**src/rtl/dram_port_scheduler.sv**
```systemverilog
// Arbitrates one write and one read requester onto a single DRAM command port, one burst at a time.
// Grants are combinational in IDLE; write beats stall on DRAM_Wait_Request and read beats follow DRAM_Read_Data_Valid.
module dram_port_scheduler #(
  parameter int WR_WEIGHT = 4
) (
  input  logic         clk,
  input  logic         rst,
  input  logic         wr_req,
  input  logic [24:0]  wr_addr,
  input  logic [4:0]   wr_burst_count,
  input  logic [255:0] wr_data,
  input  logic         wr_data_valid,
  output logic         wr_grant,
  output logic         wr_data_ack,
  input  logic         rd_req,
  input  logic [24:0]  rd_addr,
  input  logic [4:0]   rd_burst_count,
  output logic         rd_grant,
  output logic [255:0] rd_data,
  output logic         rd_data_valid,
  input  logic         DRAM_Wait_Request,
  output logic         DRAM_Write_Enable,
  output logic         DRAM_Write_Burst_Begin,
  output logic         DRAM_Read_Enable,
  output logic [4:0]   DRAM_Burst_Count,
  output logic [24:0]  DRAM_Addr,
  output logic [255:0] DRAM_Write_Data,
  input  logic [255:0] DRAM_Read_Data,
  input  logic         DRAM_Read_Data_Valid,
  output logic         err_stray_rdvalid
);

  localparam int CW = ($clog2(WR_WEIGHT + 1) > 3) ? $clog2(WR_WEIGHT + 1) : 3;
  localparam logic [CW-1:0] WW = CW'(WR_WEIGHT);

  typedef enum logic [2:0] {IDLE, WR_BURST, RD_CMD, RD_WAIT, TURN} state_e;

  state_e          state_q, state_d;
  logic [24:0]     addr_q, addr_d;
  logic [4:0]      cnt_q, cnt_d;
  logic [4:0]      beat_q, beat_d;
  logic [CW-1:0]   consec_q, consec_d;
  logic            err_q, err_d;
  logic            pick_wr, pick_rd, wr_accept, last_beat;

  always_comb begin
    state_d   = state_q;
    addr_d    = addr_q;
    cnt_d     = cnt_q;
    beat_d    = beat_q;
    consec_d  = consec_q;
    err_d     = err_q;

    wr_grant               = 1'b0;
    rd_grant               = 1'b0;
    wr_data_ack            = 1'b0;
    rd_data                = '0;
    rd_data_valid          = 1'b0;
    DRAM_Write_Enable      = 1'b0;
    DRAM_Write_Burst_Begin = 1'b0;
    DRAM_Read_Enable       = 1'b0;
    DRAM_Burst_Count       = '0;
    DRAM_Addr              = '0;
    DRAM_Write_Data        = '0;
    err_stray_rdvalid      = err_q;

    // Writes win ties until they have starved a waiting read WR_WEIGHT times.
    pick_wr   = wr_req && (!rd_req || consec_q != WW);
    pick_rd   = rd_req && !pick_wr;
    wr_accept = 1'b0;
    last_beat = (beat_q == cnt_q - 5'd1);

    case (state_q)
      IDLE: begin
        if (pick_wr) begin
          wr_grant = 1'b1;
          addr_d   = wr_addr;
          cnt_d    = (wr_burst_count == 5'd0) ? 5'd1 : wr_burst_count;
          beat_d   = '0;
          state_d  = WR_BURST;
          if (rd_req && consec_q != WW) consec_d = consec_q + CW'(1);
        end else if (pick_rd) begin
          rd_grant = 1'b1;
          addr_d   = rd_addr;
          cnt_d    = (rd_burst_count == 5'd0) ? 5'd1 : rd_burst_count;
          beat_d   = '0;
          consec_d = '0;
          state_d  = RD_CMD;
        end
      end
      WR_BURST: begin
        DRAM_Write_Enable      = wr_data_valid;
        DRAM_Write_Burst_Begin = wr_data_valid && (beat_q == 5'd0);
        DRAM_Write_Data        = wr_data;
        DRAM_Addr              = addr_q;
        DRAM_Burst_Count       = cnt_q;
        wr_accept              = wr_data_valid && !DRAM_Wait_Request;
        wr_data_ack            = wr_accept;
        if (wr_accept) begin
          beat_d = last_beat ? 5'd0 : beat_q + 5'd1;
          if (last_beat) state_d = IDLE;
        end
      end
      RD_CMD: begin
        DRAM_Read_Enable = 1'b1;
        DRAM_Addr        = addr_q;
        DRAM_Burst_Count = cnt_q;
        if (!DRAM_Wait_Request) begin
          beat_d  = '0;
          state_d = RD_WAIT;
        end
      end
      RD_WAIT: begin
        rd_data       = DRAM_Read_Data;
        rd_data_valid = DRAM_Read_Data_Valid;
        if (DRAM_Read_Data_Valid) begin
          beat_d = last_beat ? 5'd0 : beat_q + 5'd1;
          if (last_beat) state_d = TURN;
        end
      end
      TURN:    state_d = IDLE;
      default: state_d = IDLE;
    endcase

    // Read data with no read in flight has nowhere to go; drop it and remember.
    if (DRAM_Read_Data_Valid && state_q != RD_WAIT) err_d = 1'b1;

    if (rst) begin
      wr_grant               = 1'b0;
      rd_grant               = 1'b0;
      wr_data_ack            = 1'b0;
      rd_data                = '0;
      rd_data_valid          = 1'b0;
      DRAM_Write_Enable      = 1'b0;
      DRAM_Write_Burst_Begin = 1'b0;
      DRAM_Read_Enable       = 1'b0;
      DRAM_Burst_Count       = '0;
      DRAM_Addr              = '0;
      DRAM_Write_Data        = '0;
      err_stray_rdvalid      = 1'b0;
    end
  end

  always_ff @(posedge clk) begin
    if (rst) begin
      state_q  <= IDLE;
      addr_q   <= '0;
      cnt_q    <= '0;
      beat_q   <= '0;
      consec_q <= '0;
      err_q    <= 1'b0;
    end else begin
      state_q  <= state_d;
      addr_q   <= addr_d;
      cnt_q    <= cnt_d;
      beat_q   <= beat_d;
      consec_q <= consec_d;
      err_q    <= err_d;
    end
  end

endmodule

```
**config.mk**
```make
export PLATFORM = sky130hd
export DESIGN_NAME = dram_port_scheduler
export DESIGN_NICKNAME = d
export VERILOG_FILES = /design/src/rtl/dram_port_scheduler.sv
export SDC_FILE = /design/constraint.sdc
export NUM_CORES = 1
export LEC_CHECK = 0
export ABC_AREA = 1
export BUFFER_PORTS_ARGS = -buffer_cell sky130_fd_sc_hd__buf_4
export CORE_AREA = 2 2 441 443
export CTS_CLUSTER_DIAMETER = 50
export DETAILED_ROUTE_END_ITERATION = 16
export DIE_AREA = 0 0 443 445
export GPL_TIMING_DRIVEN = 0
export PLACE_DENSITY = 0.3
export REMOVE_ABC_BUFFERS = 1
export SLEW_MARGIN = 0
export SYNTH_ARGS = -nofsm -noshare
export SYNTH_HDL_FRONTEND = slang
export SYNTH_SLANG_ARGS = --single-unit
```
**constraint.sdc**
```tcl
create_clock -name clk -period 3.7 [get_ports clk]
set_clock_uncertainty 0.1 [all_clocks]
set_input_delay 0.185 -clock clk [delete_from_list [all_inputs] [get_ports clk]]
set_output_delay 0.185 -clock clk [all_outputs]
set_load 0.02 [all_outputs]
```
Yosys cells after proc, flatten, opt, wreduce, memory -nomap -nowiden
Index checks and enable logic that the tools add are counted.

$add $sub $neg: 3. Multiply operators: 0. Div/mod/pow operators: 0. Magnitude comparators: 0. Eq/ne operators: 13. Shift-type cells: 0. Multiplexer cells: 50. Bitwise gates (word level): 0. Reductions and logical operators: 21.

Operators with widths (count): 256-bit 2-to-1 mux (4); 25-bit 2-to-1 mux (4); 5-bit 2-to-1 mux (12); 3-bit 2-to-1 mux (10); 5-bit one-hot mux with 4 select lines (1); 1-bit 2-to-1 mux (18); 5-bit logical NOT (3); 3-bit one-hot mux with 4 select lines (1); 2-bit != test, second input constant (5); 3-bit by 2-bit equality test with 1-bit output, second input constant (2); 1-bit logical AND (6); 3-bit != test, second input constant (2); 6-bit AND reduction (1); 5-bit by 1-bit adder with 5-bit output, second input constant (1); 5-bit equality test (1); 5-bit AND reduction (1); 5-bit by 1-bit subtractor with 5-bit output, second input constant (1); 4-bit nonzero test (1); 3-bit by 1-bit adder with 3-bit output, second input constant (1); 3-bit by 1-bit equality test with 1-bit output, second input constant (1); 1-bit logical NOT (3); 3-bit logical NOT (1); 3-bit by 2-bit != test with 1-bit output, second input constant (1); 3-bit AND reduction (1); other kinds (5) (5).

Bits in registers: 42. Bits in latches: 0. RAM bits: 0. Bits in read-only memories: 0. Output and inout port bits: 550. Logic and storage cells: 93. Memories kept: 0.

Longest topological paths before layout
Depth after elaboration: 9. Gate-level depth with buffers: 14. Gate-level depth less buffers: 14.

Least setup slack after synthesis
Ideal clock, no wire load.

Kind: register to output. Start: register consec_q[0]. End: output port rd_grant. Data arrival time: 1.510 ns. Required time: 3.415 ns. Setup slack: 1.905 ns. Cell stages (with the launch flop): 8. Path buffers: 1. Cells stage by stage: dfxtp_1 -> inv_1 -> ha_1 -> nand3_1 -> nand2_1 -> inv_1 -> clkbuf_1 -> nor3_1.

Word-level cells in the longest chain between the ends: 9.

Ends and longest elaborated chain: from (decl) (line 42) `logic [CW-1:0] consec_q, consec_d;`; from (signal assigned) (line 157) `consec_q <= consec_d;`; 3-bit != test * (line 68) `pick_wr = wr_req && (!rd_req || consec_q != WW);`; 1-bit logical OR * (line 68); 1-bit logical AND * (line 68); 1-bit logical NOT (line 69) `pick_rd = rd_req && !pick_wr;`; 1-bit logical AND (line 69); 1-bit 2-to-1 mux (line 82) `end else if (pick_rd) begin`; 1-bit 2-to-1 mux * (line 75) `if (pick_wr) begin`; 1-bit 2-to-1 mux * (line 73) `case (state_q)`; 1-bit 2-to-1 mux * (line 128) `if (rst) begin`; to (decl) (line 18) `output logic rd_grant,`.

Every way passes the cells marked *; elsewhere a longest branch is shown, timed or not.

Worst setup path after layout
Start: input port rst. End: output port rd_data[249].

Word-level cells in the longest chain between the ends: 1.

Ends and longest elaborated chain: from (decl) (line 7) `input logic rst,`; 256-bit 2-to-1 mux (line 128); to (decl) (line 19) `output logic [255:0] rd_data,`.

No other way between the ends.

==> metrics.md <==
| Metric | Value |
|---|---|
| Status | `complete, no violations` |
| CP Capture Type | `output pin` |
| Core area | `0.192 mm²` |
| Initial Utilization | `under 10%` |
| Clock-pin slew on the worst setup and hold paths | `approximately 0.07 ns` |
| Area after DPL | `~0.018 mm²` |
| Worst hold margin | `just under 0.06 ns` |
| CP Depth | `8` |
| FP Rows | `between 150 and 200` |
| CTS hold repair buffers | `0` |
| Mapped Avg Cell Area | `between 4 and 5 µm²` |
| Fraction of layout cells with a size suffix above 1 | `approximately 46%` |
| WHS Path Cells | `3` |
| Drt first pass iters | `4` |
| WS Path Type | `input pin to output pin` |
| PD cells | `roughly 290 mW/mm²` |
| Largest net degree at the start of global routing | `around 130` |
| Post-synth top area share | `31.4%` |
| Arrival time worst endpoint | `between 3 and 4 ns` |
| Root Driver | `clkbuf_16` |
| Initial antenna violation count | `between 100 and 150` |
| WP data required | `3.41 ns` |
| Final Instance Area | `between 0.015 and 0.02 mm²` |
| Area grow syn2layout | `175%` |
| Synth Register Bits | `42` |
| Unrepaired setup endpoints after global routing | `no` |
| GPL Wtd Cong | `between 0.9 and 1` |
| Vias in the first global route | `around 13000` |
| Flop-to-flop setup slack | `1.01 ns` |
| Per-cell routed wire length | `30.9 µm` |
| Fmax | `roughly 280 MHz` |
| Source of the worst hold timing path | `rd_addr[13]` |
| Post-DP HPWL | `about 150000 µm` |
| Fillcell total | `about 23000` |
| Rel. slew slack | `17.5%` |
| MaxCap Viol Count | `0` |
| Vias after detailed routing | `about 13000` |
| Height of the die | `approximately 450 µm` |
| # IOs | `approximately 1100` |
| Worst hold path type | `input pin to flop` |
| CTS tree | `yes` |
| Leakage | `10.8 nW` |
| R2r startpoint | `consec_q[0]$_SDFFE_PP0P_` |
| Reg2Reg Depth | `7` |
| Remaining DRCs | `0` |
| H-tree Lvls | `2` |
| Layout net count | `3122` |
| Worst path cell trace | `buf_4 > inv_4 > nand2_4 > buf_16 > buf_16 > buf_16 > nor2_1 > buf_4` |
| Post-layout util | `a little under a tenth` |
| Least-Margin Pin Slew | `between 1 and 1.5 ns` |
| # setup viols final | `0` |
| Slowest stage delay, CP | `~0.84 ns` |
| Port Buffer Count | `1128` |
| Clock Tree Buf Depth | `2` |
| Final worst-path cycle share | `between 90 and 100%` |
| Grt ovf | `0` |
| DIE AREA | `0.197 mm²` |
| Startpoint Class | `input pin` |
| Bufs and invs on worst path | `6` |
| Clock Sinks | `42` |
| Die extent in x | `443 µm` |
| Slew Limit Fails | `0` |
| Routed wire length | `approximately 160000 µm` |
| Placed Cells incl. Taps | `around 5000` |
| Synthesized area | `0.00667 mm²` |
| Most common cell on crit path | `buf_16` |
| Total GRT Usage | `between 10% and 20%` |
| Syn Inst Count | `between 1000 and 1500` |
| Global-route wire length before repair | `186000 µm` |
| Worst VDD drop | `0.199 mV` |
| Most common cell after layout, fill and taps aside | `buf_4` |
| Routed Antenna Nets | `0` |
| CTS buffer count | `5` |
| Clock Latency Late Sink | `approximately 0.3 ns` |
| Vias/cell | `between 2 and 3` |
| Non-Filler Instances | `5080` |
| Reg2reg end | `addr_q[12]$_SDFFE_PP0P_` |
| Syn. warnings | `0` |
| Minimum clock period | `around 3.6 ns` |
| Commonest non-fill, non-tap cells in the layout | `1128 x buf_4, 558 x nor2_1, 540 x inv_1` |
| Worst Path Max Fanout | `64` |
| Hold EP | `addr_q[13]$_SDFFE_PP0P_` |
| Final Hold Vio Count | `0` |
| Dominant cells by area after synthesis | `nor2_1 31%, inv_1 30%, dfxtp_1 13%` |
| Synth cell types | `34` |
| DR iter-0 viols | `576` |
| Synth area leader | `nor2_1` |
| Largest delay share family, worst path | `buffers and inverters` |
| Crit-path slowest cell | `nor2_1` |
| Post-synthesis sequential area ratio | `about 13%` |
==> flip-flops by register name, summed over array words and instances, names as in the netlist <==
signal / count
err_q: 1
addr_q: 25
cnt_q: 5
state_q: 3
consec_q: 3
beat_q: 5
==> worst max-delay path by stage <==
stage	from	endpoint	slack, ns
after detailed placement	rst	rd_data[3]	-0.25
after floorplan	state_q[2]$_SDFFE_PP0P_	rd_data[0]	-1.95
after global placement	rst	rd_data[13]	-9.37
after CTS	consec_q[0]$_SDFFE_PP0P_	rd_grant	0.02
final	rst	rd_data[249]	0.1
after global routing	rst	rd_data[3]	0.06
==> power by group <==
part           switching [mW]  total [mW]  internal (mW)  leakage [nW]
Clock                   0.212       0.485          0.273        0.0746
Sequential              0.105       0.710          0.605         0.347
Combinational            2.68        4.14           1.46          10.4
Total                    3.00        5.34           2.33          10.8
==> area by class of cell <==
type	count	area [µm²]	area share [%]
Clock inverter	1	8.76	0.0478
Multi-Input combinational cell	808	3380	18.5
Timing Repair inverter	1	5.00	0.0273
Inverter	544	2040	11.2
Clock buffer	7	143	0.779
Antenna cell	15	37.5	0.205
Timing Repair Buffer	1136	8690	47.4
Tap cell	2526	3160	17.3
Sequential cell	42	841	4.59
==> tightest hold or removal path: stages <==
cell	delay (ns)
buf_4	0.11
nand2_1	0.05
a31oi_1	0.07
==> layer usage <==
layer	track usage, %	share of wire, %
met5	0	0.044
met1	13.9	32
met2	32.9	60
met4	4.73	4.4
met3	2.56	4.4
==> through the flow <==
stage,setup TNS (ns),total power [mW],setup WS [ns]
finish,0,5.34,0.0985
CTS,0,5.52,0.0168
floorplan,-503.03,2.47,-1.95
global placement,-2585.91,5.15,-9.37
detailed placement,-3.36,5.00,-0.247
global route,0,5.71,0.0602
==> logic make-up after synthesis <==
kind of cell / Yosys count / share of synthesized area [%]
adder cells (fa/ha/maj): 5 / 0.938
AO/OA/AOI/OAI: 81 / 7.02
flip-flops: 42 / 12.6
buffers and inverters: 623 / 37.0
XOR/XNOR: 2 / 0.263
AND/OR/NAND/NOR: 720 / 42.2
==> cells in the mapped netlist <==
cell,count
a21oi_1,8
a21oi_2,1
a21oi_4,1
a22oi_1,1
a31oi_1,29
and2_4,1
buf_1,1
buf_2,37
buf_4,22
clkbuf_1,18
clkbuf_2,1
dfxtp_1,42
ha_1,5
inv_1,540
inv_2,4
nand2_1,125
nand2_2,4
nand2_4,1
nand3_1,10
nand3_4,1
nand4_1,2
nand4_2,1
nor2_1,558
nor2_2,2
nor2_4,3
nor3_1,9
nor4_1,2
o21a_1,2
o21ai_0,36
o21ai_1,2
o221ai_1,1
or2_0,1
xnor2_1,1
xor2_1,1
==> what timing repair did <==
item | in CTS | in global routing
buffers inserted | 0 | 0
gates resized for setup | 1 | 0
setup endpoints to repair | 26 | 0
Power figures use the tool's default switching activity.
